==> config.mk <==
export PLATFORM = sky130hd
export DESIGN_NAME = vram_write_fifo
export DESIGN_NICKNAME = d
export VERILOG_FILES = /design/src/rtl/vram_write_fifo.sv
export SDC_FILE = /design/constraint.sdc
export NUM_CORES = 1
export LEC_CHECK = 0
export BUFFER_PORTS_ARGS = -buffer_cell sky130_fd_sc_hd__buf_2
export CAP_MARGIN = 15
export CORE_MARGIN = 8
export CORE_UTILIZATION = 59
export CTS_BUF_LIST = sky130_fd_sc_hd__clkbuf_4 sky130_fd_sc_hd__clkbuf_8
export DETAILED_ROUTE_END_ITERATION = 8
export PLACE_DENSITY = 0.76
export RECOVER_POWER = 100
export SETUP_SLACK_MARGIN = 0.4
export SYNTH_ARGS = -nofsm -noshare
export SYNTH_HDL_FRONTEND = slang
export SYNTH_SLANG_ARGS = --single-unit
==> constraint.sdc <==
create_clock -name clk100 -period 5.1 [get_ports clk100]
set_clock_uncertainty 0.05 [all_clocks]
set_input_delay 0.255 -clock clk100 [delete_from_list [all_inputs] [get_ports clk100]]
set_output_delay 0.255 -clock clk100 [all_outputs]
set_load 0.005 [all_outputs]
==> src/rtl/vram_write_fifo.sv <==
// vram_write_fifo
// ---------------------------------------------------------------------------
// Single-clock (100 MHz) write FIFO that buffers CPU pixel writes headed for
// VRAM. The CPU writes at up to one entry per cycle. The SRAM arbiter drains
// entries through a pop port whose outputs are registered: the head entry
// appears on rd_addr/rd_data the cycle after an accepted pop, and it holds
// there until the next accepted pop.
//
// Ports:
//   clk100       in   100 MHz clock shared by the CPU and the arbiter
//   reset_n      in   asynchronous active-low reset
//   cpu_addr     in   [16:0] VRAM byte address of the CPU write
//   cpu_data     in   [7:0]  pixel data of the CPU write
//   cpu_we       in   write request, one entry per asserted cycle
//   cpu_ready    out  a write this cycle will be accepted (!full)
//   rd_en        in   pop request from the arbiter
//   rd_addr      out  [16:0] registered head address after an accepted pop
//   rd_data      out  [7:0]  registered head data after an accepted pop
//   empty        out  no stored entries
//   full         out  2^DEPTH_LOG2 entries stored
//   almost_full  out  free entries <= ALMOST_FULL_MARGIN
//   level        out  [DEPTH_LOG2:0] current entry count
//   overflow     out  sticky: a write arrived while full and was dropped
//   overflow_clr in   clears overflow (a same-cycle drop wins)
// ---------------------------------------------------------------------------
module vram_write_fifo #(
    parameter int DEPTH_LOG2         = 5,
    parameter int ALMOST_FULL_MARGIN = 4
) (
    input  logic                  clk100,
    input  logic                  reset_n,
    input  logic [16:0]           cpu_addr,
    input  logic [7:0]            cpu_data,
    input  logic                  cpu_we,
    output logic                  cpu_ready,
    input  logic                  rd_en,
    output logic [16:0]           rd_addr,
    output logic [7:0]            rd_data,
    output logic                  empty,
    output logic                  full,
    output logic                  almost_full,
    output logic [DEPTH_LOG2:0]   level,
    output logic                  overflow,
    input  logic                  overflow_clr
);

    localparam int                  DEPTH     = 1 << DEPTH_LOG2;
    localparam logic [DEPTH_LOG2:0] DEPTH_L   = (DEPTH_LOG2 + 1)'(DEPTH);
    localparam logic [DEPTH_LOG2:0] AF_MARGIN = (DEPTH_LOG2 + 1)'(ALMOST_FULL_MARGIN);

    // Each entry is {addr[16:0], data[7:0]}.
    logic [24:0]             mem [DEPTH];
    logic [DEPTH_LOG2-1:0]   wr_ptr;
    logic [DEPTH_LOG2-1:0]   rd_ptr;

    logic                    wr_ok;
    logic                    rd_ok;
    logic [DEPTH_LOG2:0]     level_nxt;
    logic [DEPTH_LOG2:0]     free_nxt;

    // Full rejects a write even when a pop frees a slot at the same edge,
    // and an empty FIFO ignores rd_en even if a write lands at that edge.
    assign wr_ok     = cpu_we && !full;
    assign rd_ok     = rd_en && !empty;
    assign cpu_ready = !full;

    always_comb begin
        level_nxt = level;
        case ({wr_ok, rd_ok})
            2'b10:   level_nxt = level + 1'b1;
            2'b01:   level_nxt = level - 1'b1;
            default: level_nxt = level;
        endcase
    end

    assign free_nxt = DEPTH_L - level_nxt;

    // Storage array: contents are never reset, only the pointers are.
    always_ff @(posedge clk100) begin
        if (wr_ok) begin
            mem[wr_ptr] <= {cpu_addr, cpu_data};
        end
    end

    // Pointers, level and flags. Flags are computed from the next-state level
    // so they are registered yet coincide with the new level value.
    always_ff @(posedge clk100 or negedge reset_n) begin
        if (!reset_n) begin
            wr_ptr      <= '0;
            rd_ptr      <= '0;
            level       <= '0;
            empty       <= 1'b1;
            full        <= 1'b0;
            almost_full <= 1'b0;
        end else begin
            if (wr_ok) begin
                wr_ptr <= wr_ptr + 1'b1;
            end
            if (rd_ok) begin
                rd_ptr <= rd_ptr + 1'b1;
            end
            level       <= level_nxt;
            empty       <= (level_nxt == '0);
            full        <= (level_nxt == DEPTH_L);
            almost_full <= (free_nxt <= AF_MARGIN);
        end
    end

    // Registered pop outputs: load the head on an accepted pop, else hold.
    always_ff @(posedge clk100 or negedge reset_n) begin
        if (!reset_n) begin
            rd_addr <= '0;
            rd_data <= '0;
        end else if (rd_ok) begin
            rd_addr <= mem[rd_ptr][24:8];
            rd_data <= mem[rd_ptr][7:0];
        end
    end

    // Sticky overflow: a dropped write takes priority over a clear.
    always_ff @(posedge clk100 or negedge reset_n) begin
        if (!reset_n) begin
            overflow <= 1'b0;
        end else if (cpu_we && full) begin
            overflow <= 1'b1;
        end else if (overflow_clr) begin
            overflow <= 1'b0;
        end
    end

endmodule

==> results of run 1 <==
-- synth_stat cells, drive strengths merged, types with 2 or more instances --
master	n
edfxtp	800
mux4	250
buf	45
dfrtp	44
nand2	41
nor2	37
clkbuf	34
o21ai	32
mux2i	27
inv	11
xnor2	11
a21oi	7
ha	7
nand4	7
nor3	7
a31oi	6
nand2b	5
nor3b	4
and2	3
mux2	3
a2111oi	2
a21o	2
and3	2
nand3b	2
o22ai	2
or3b	2
-- power by group through the flow --
stage / combinational (mW) / sequential (mW) / clock (mW)
global route: 5.44 / 8.88 / 5.97
floorplan: 3.99 / 8.47 / 0
CTS: 5.26 / 8.80 / 5.68
finish: 5.12 / 8.81 / 5.61
detailed placement: 5.21 / 8.94 / 0
global placement: 5.13 / 8.91 / 0
-- cell type report --
cell class	count	area share (%)
Clock inverter	39	0.701
Antenna cell	1	0.00678
Multi-Input combinational cell	478	19.8
Sequential cell	845	68.1
Tap cell	704	2.39
Inverter	11	0.112
Timing Repair Buffer	147	2.45
Clock buffer	197	6.38
-- state kept, by name, indices dropped and copies added, names as in the netlist --
name,flops
almost_full,1
empty,1
full,1
level,6
mem,800
overflow,1
rd_addr,17
rd_data,8
rd_ptr,5
wr_ptr,5
-- worst max-delay path, delay by kind of cell, from the launching register on --
kind | cells | cell delay [ns]
buffers and inverters | 2 | 1.65
AND/OR/NAND/NOR | 3 | 1.60
flip-flops | 1 | 0.40
-- final timing paths --
path	startpoint	end	slack, ns
worst max-delay path	full	mem[8][24]	0.98
worst min-delay path	reset_n	rd_addr[4]	0.17
worst max register to register	full	mem[8][24]	0.98
worst min register to register	rd_addr[1]	rd_addr[1]	0.43
max in group asynchronous	reset_n	rd_ptr[1]	4.18
min in group clk100	rd_addr[1]	rd_addr[1]	0.43
-- kinds of logic (layout without fill, tap and decap cells) --
family / count (synthesis) / after routing / synth area share, %
compound gates: 60 / 60 / 1.13
xor+xnor: 13 / 13 / 0.391
fa+ha+maj: 7 / 7 / 0.268
buf+inv: 90 / 394 / 1.24
flops: 845 / 845 / 77.0
mux: 280 / 280 / 18.2
other cells: 0 / 1 / 0
simple gates: 118 / 118 / 1.73
-- per-layer routing --
layer  vias up  wire length [um]  global-route usage (%)  share of wire, %
li1       6415                 -                       -                 -
met1      8404             28800                    33.2                37
met2       988             37400                    38.8                49
met3       147              8200                    6.51                11
met4         0              2520                    10.0               3.3
met5         -                 0                       0                 0
==> results by group, run 1 <==
Status
  – Status: finished, violations left
  – Failing checks: max-capacitance violations, max-slew violations

Final layout
  – Nets: roughly 1700
  – FILL cells: between 3000 and 4000
  – P&R area growth vs syn: 13.1%
  – Commonest non-fill, non-tap cells in the layout: edfxtp_1 (800), mux4_2 (250), clkbuf_8 (140), clkbuf_1 (76), clkbuf_4 (57)
  – Layout cell share with drive strength beyond 1: ~33%
  – Non-Filler Cell Area, Final: approximately 0.037 mm2
  – Final core occ: 67.3%
  – Multi-input gate area: between 0.007 and 0.008 mm2
  – Non-Filler Instances: between 2000 and 2500
  – Register Area: ~0.025 mm2
  – Most common library cell in the layout ignoring fill and taps: edfxtp_1

Route
  – DRC errors left: 0
  – Vias/cell: roughly 6.6
  – Via count: between 15000 and 20000
  – Final wirelength: between 70 and 80 mm
  – Antenna Violating Nets Remaining: 0
  – Iteration-0 DRC Markers: roughly 2200
  – 1st-pass router iterations: 7
  – Routed len/inst: around 32 um

Floorplanning
  – Standard-cell rows: between 80 and 90
  – Initial Util: roughly three fifths
  – Die area: between 0.06 and 0.07 mm2
  – Chip width: 251 um
  – Core box area: between 0.05 and 0.06 mm2
  – Die height: between 200 and 300 um
  – Num ports: between 60 and 70

Synthesis
  – #FFs+latches synth: approximately 850
  – Share of the synthesized area in the top cell type: 73.6%
  – Distinct cell type count after synthesis: 57
  – Post-synth ARST share: about 5.3%
  – Largest area contributor in the synthesized netlist: edfxtp_1
  – Mapped Avg Cell Area: ~23 um2
  – Synth top area cells: edfxtp_1 (74%), mux4_2 (17%), dfrtp_1 (3.4%)
  – Synth Flop Type: edfxtp_1
  – Seq/Total Area, Yosys: approximately 77%
  – Cell Area, Synth: roughly 0.033 mm2
  – Synth Instances: 1413
  – EDFF count, synth: 800
  – Warnings, synthesis: 0
  – Syn nets: about 1500

Timing
  – Max-Slew Margin vs Limit: -5.51%
  – Setup TNS: 0 ns
  – Hold Fails Final Rpt: 0
  – Final setup fails: 0
  – RSZ-0062 raised after global routing: no
  – WHS: roughly 0.17 ns
  – Tcrit/Tclk final: a little over 80%
  – Fmax: roughly 240 MHz
  – Max-slew violations: 18
  – Slew @ Worst Pin: 1.58 ns
  – Final WS setup: 0.981 ns
  – Tmin final: 4.12 ns

Placed design
  – DP Area: around 0.034 mm2
  – Worst slack, placed: 1.96 ns
  – RD Place Congestion: just over 0.8
  – Dpl hpwl: 42.2 mm
  – I/O Buffers: 65
  – Placed insts: about 2200

Power and ir drop
  – Peak supply drop: between 0.3 and 0.4 mV
  – Combinational power share: between 20% and 30%
  – Seq pwr share: 45.1%
  – Int Pwr: ~14 mW
  – LEAKAGE: roughly 12 nW
  – Net Switching: around 5.7 mW
  – Clock power frac: 28.7%
  – Pwr dens: about 530 mW/mm2
  – Final Total Pwr: 19.5 mW
  – Switching part of the total power: about 30%

Clock network
  – Clock Sinks: 845
  – Cts bufs inserted: around 130
  – Worst-path clk slew: about 0.07 ns
  – H-Tree Depth: 4
  – Setup Buffers After CTS: 0
  – Clk buf depth: 3
  – Clock Latency Late Sink: slightly below 0.8 ns
  – CTS tree: yes
  – CTS Hold Bufs: 30
  – Post-cts resize count: 0
  – CTS root buffer: clkbuf_8

Worst setup path
  – Critical Path AT: ~4.4 ns
  – CP Class: reg -> reg
  – Crit path cell chain: nor2b_1 -> clkbuf_1 -> nand2_1 -> nor2_4 -> clkbuf_1
  – CP Data Required Time: approximately 5.4 ns
  – FF-to-FF path depth: 5
  – Max incr delay on CP: 0.99 ns
  – CP max-delay cell: clkbuf_1
  – Type of origin of the critical path: flip-flop
  – CP most frequent cell: clkbuf_1
  – Setup crit end kind: flip-flop
  – Max FO, Critical Path: 16

Global routing
  – All-Layer GR Usage: about a quarter
  – GRT overflow: 0
  – Number of global-route vias before repair: around 16000
  – Global-route wire length before repair: between 100 and 150 mm
  – Initial antenna violation count: 1
  – Largest net degree at the start of global routing: between 80 and 90

Flow run
  – Max_cap viols: 1

Hold path
  – Worst min path class: in -> async
(Power assumes the default switching activity.)
==> inputs of run 2 (changes only) <==
Clock period 5.1 ns to 4.01 ns, I/O delays scaled along.
==> run 2 against run 1 <==
The run still ends with max-capacitance violations, max-slew violations left. Sequential share of layout area down 0.15 points. Power up 28%. Non-clock buffer count up 4. Count of clock-buffer cells in the layout up 3. Combinational power up 35%. Critical endpoint is now rd_addr[14].
==> results by group, run 2 (same netlist as run 1, synthesis figures left out) <==
Clock network
  – Clk buf depth: 3 (unchanged)
  – Clock Latency Late Sink: 0.77 ns (was 0.78 ns)
  – Cts bufs inserted: 134 (was 132)
  – H-Tree Depth: 4 (unchanged)
  – CTS root buffer: clkbuf_8 (unchanged)
  – CTS tree: yes (unchanged)
  – Worst-path clk slew: 0.06 ns (was 0.07 ns)
  – Clock Sinks: 845 (unchanged)
  – Setup Buffers After CTS: 0 (unchanged)

Hold path
  – Hold endpoint: overflow
  – WHS Path Cells: 4
  – Worst min path class: in -> reg (was in -> async)
  – Hold Path Origin: cpu_we

Flow run
  – Max_cap viols: 3 (was 1)

Placed design
  – RD Place Congestion: 0.833 (was 0.805)
  – I/O Buffers: 65 (unchanged)
  – Dpl hpwl: 43.0 mm (was 42.2 mm)
  – DP Area: 0.0342 mm2 (about the same)
  – Placed insts: 2157 (was 2155)

Floorplanning
  – Core box area: 0.0549 mm2 (unchanged)
  – Die height: 251 um (unchanged)
  – Initial Util: 59.5% (unchanged)
  – Num ports: 66 (unchanged)
  – Standard-cell rows: 86 (unchanged)
  – Die area: 0.0631 mm2 (unchanged)
  – Chip width: 251 um (unchanged)

Worst setup path
  – R2r startpoint: rd_ptr[1] (was full)
  – Max FO, Critical Path: 36 (was 16)
  – Critical Path AT: 4.22 ns (was 4.43 ns)
  – CP Class: reg -> reg (unchanged)
  – FF-to-FF path depth: 6 (was 5)
  – R2r endpoint: rd_addr[14] (was mem[8][24])
  – Setup crit end kind: flip-flop (unchanged)
  – Type of origin of the critical path: flip-flop (unchanged)
  – Worst reg-to-reg setup slack: 0.34 ns (was 0.98 ns)
  – CP Data Required Time: 4.56 ns (was 5.42 ns)

Timing
  – Setup TNS: 0 ns (unchanged)
  – Max-slew violations: 80 (was 18)
  – Fmax: 272 MHz (was 243 MHz)
  – Final setup fails: 0 (unchanged)
  – Hold Fails Final Rpt: 0 (unchanged)
  – Max-Slew Margin vs Limit: -12.3% (was -5.51%)
  – Slew @ Worst Pin: 1.68 ns (was 1.58 ns)
  – RSZ-0062 raised after global routing: no (unchanged)
  – Tmin final: 3.67 ns (was 4.12 ns)
  – WHS: 0.186 ns (was 0.166 ns)
  – Tcrit/Tclk final: 91.6% (was 80.8%)

Final layout
  – Most common library cell in the layout ignoring fill and taps: edfxtp_1 (unchanged)
  – Nets: 1658 (was 1652)
  – Layout cell share with drive strength beyond 1: 32.9% (was 32.6%)
  – Non-Filler Cell Area, Final: 0.0370 mm2 (was 0.0369 mm2)
  – Largest register FFs: 800 (unchanged)
  – Largest Register: mem (unchanged)
  – P&R area growth vs syn: 13.4% (was 13.1%)
  – Commonest non-fill, non-tap cells in the layout: edfxtp_1 (800), mux4_2 (250), clkbuf_8 (145), clkbuf_1 (70), clkbuf_4 (56) (was edfxtp_1 (800), mux4_2 (250), clkbuf_8 (140), clkbuf_1 (76), clkbuf_4 (57))
  – Non-Filler Instances: 2431 (was 2422)
  – Top Registers: mem: 800 flops, rd_addr: 17 flops, rd_data: 8 flops (unchanged)

Global routing
  – Met2 Use GR: 38.0% (was 38.8%)
  – GRT overflow: 0 (unchanged)
  – GRT Max-Usage Layer: met2 (unchanged)
  – Number of global-route vias before repair: 16400 (was 16200)
  – GR Layer Usage met3: 7.27% (was 6.51%)
  – GRT met1 Usage: 33.0% (was 33.2%)
  – All-Layer GR Usage: 24.3% (was 24.7%)
  – Largest net degree at the start of global routing: 74 (was 81)
  – Initial antenna violation count: 2 (was 1)
  – Global-route wire length before repair: 110 mm (about the same)

Power and ir drop
  – Peak supply drop: 0.547 mV (was 0.342 mV)
  – Final Total Pwr: 25.1 mW (was 19.5 mW)
  – Pwr dens: 678 mW/mm2 (was 529 mW/mm2)
  – LEAKAGE: 11.8 nW (was 11.7 nW)

Route
  – Iteration-0 DRC Markers: 1852 (was 2232)
  – DRC errors left: 0 (unchanged)
  – Final wirelength: 74.9 mm (was 77.0 mm)
  – Vias/cell: 6.47 (was 6.59)
  – Antenna Violating Nets Remaining: 0 (unchanged)
  – Via count: 15700 (was 16000)
  – Routed len/inst: 30.8 um (was 31.8 um)
  – 1st-pass router iterations: 5 (was 7)

Status
  – Failing checks: max-capacitance violations, max-slew violations (unchanged)
  – Status: finished, violations left (unchanged)
[run 2: changes by cell type in the layout (fill, tap and decap cells not counted), moves of 2 or more]
| cell | before | now |
|---|---|---|
| clkinv_1 | 17 | 20 |
| o21ai_0 | 24 | 20 |
| clkinv_2 | 9 | 7 |
| clkbuf_8 | 140 | 145 |
| buf_4 | 28 | 22 |
| o21ai_1 | 8 | 12 |
| clkbuf_2 | 2 | 15 |
| buf_12 | 3 | 6 |
| diode_2 | 1 | 3 |
| clkbuf_1 | 76 | 70 |
[run 2: metrics by stage]
| stage | setup slack, ns | utilization [%] |
|---|---|---|
| 5_1_grt | 0.254 | 67.4 |
| 3_3_place_gp | 0.835 | 62.4 |
| 4_1_cts | 0.737 | 67.7 |
| 6_report | 0.339 | 67.4 |
| 3_5_place_dp | 0.754 | 62.4 |
| 2_1_floorplan | 1.10 | - |
[run 2: per-layer routing]
metal,vias to the layer above,part of all wire [%]
li1,6423,-
met1,8289,38
met2,911,49
met3,115,11
met4,2,2.1
met5,-,0.012
[run 2: area by class of cell]
type	instances	area, um2
flip-flops and latches	845	25200
inverters	11	41.3
clock buffers	200	2410
fillers	3319	17900
multi-input cells	478	7320
clock inverters	39	226
well taps	704	881
diodes	3	7.51
repair buffers	151	966
[run 2: where the power goes]
part	total, mW	leakage [nW]	internal (mW)	switching [mW]
Sequential	11.1	7.75	10.4	0.645
Clock	7.13	1.38	3.90	3.22
Combinational	6.92	2.63	3.38	3.53
Total	25.1	11.8	17.7	7.40
[run 2: what timing repair did]
action | 4_1_cts | 5_1_grt
endpoints found under the hold margin | 848 | 0
hold buffers | 31 | 0
resized for setup | 0 | 0
[run 2: how the worst max path moves through the flow]
stage	end	slack [ns]	from
global route	mem[10][4]	0.25	full
detailed placement	almost_full	0.75	full
floorplan	almost_full	1.10	empty
CTS	almost_full	0.74	full
finish	rd_addr[14]	0.34	rd_ptr[1]
global placement	almost_full	0.83	full
[run 2: critical path, cell delays in order, from the launching register on]
cell and delay, ns:
dfrtp_2 0.97, clkbuf_4 0.74, buf_4 0.43, mux4_2 0.36, mux4_2 0.53, mux2i_1 0.26, o21ai_1 0.10
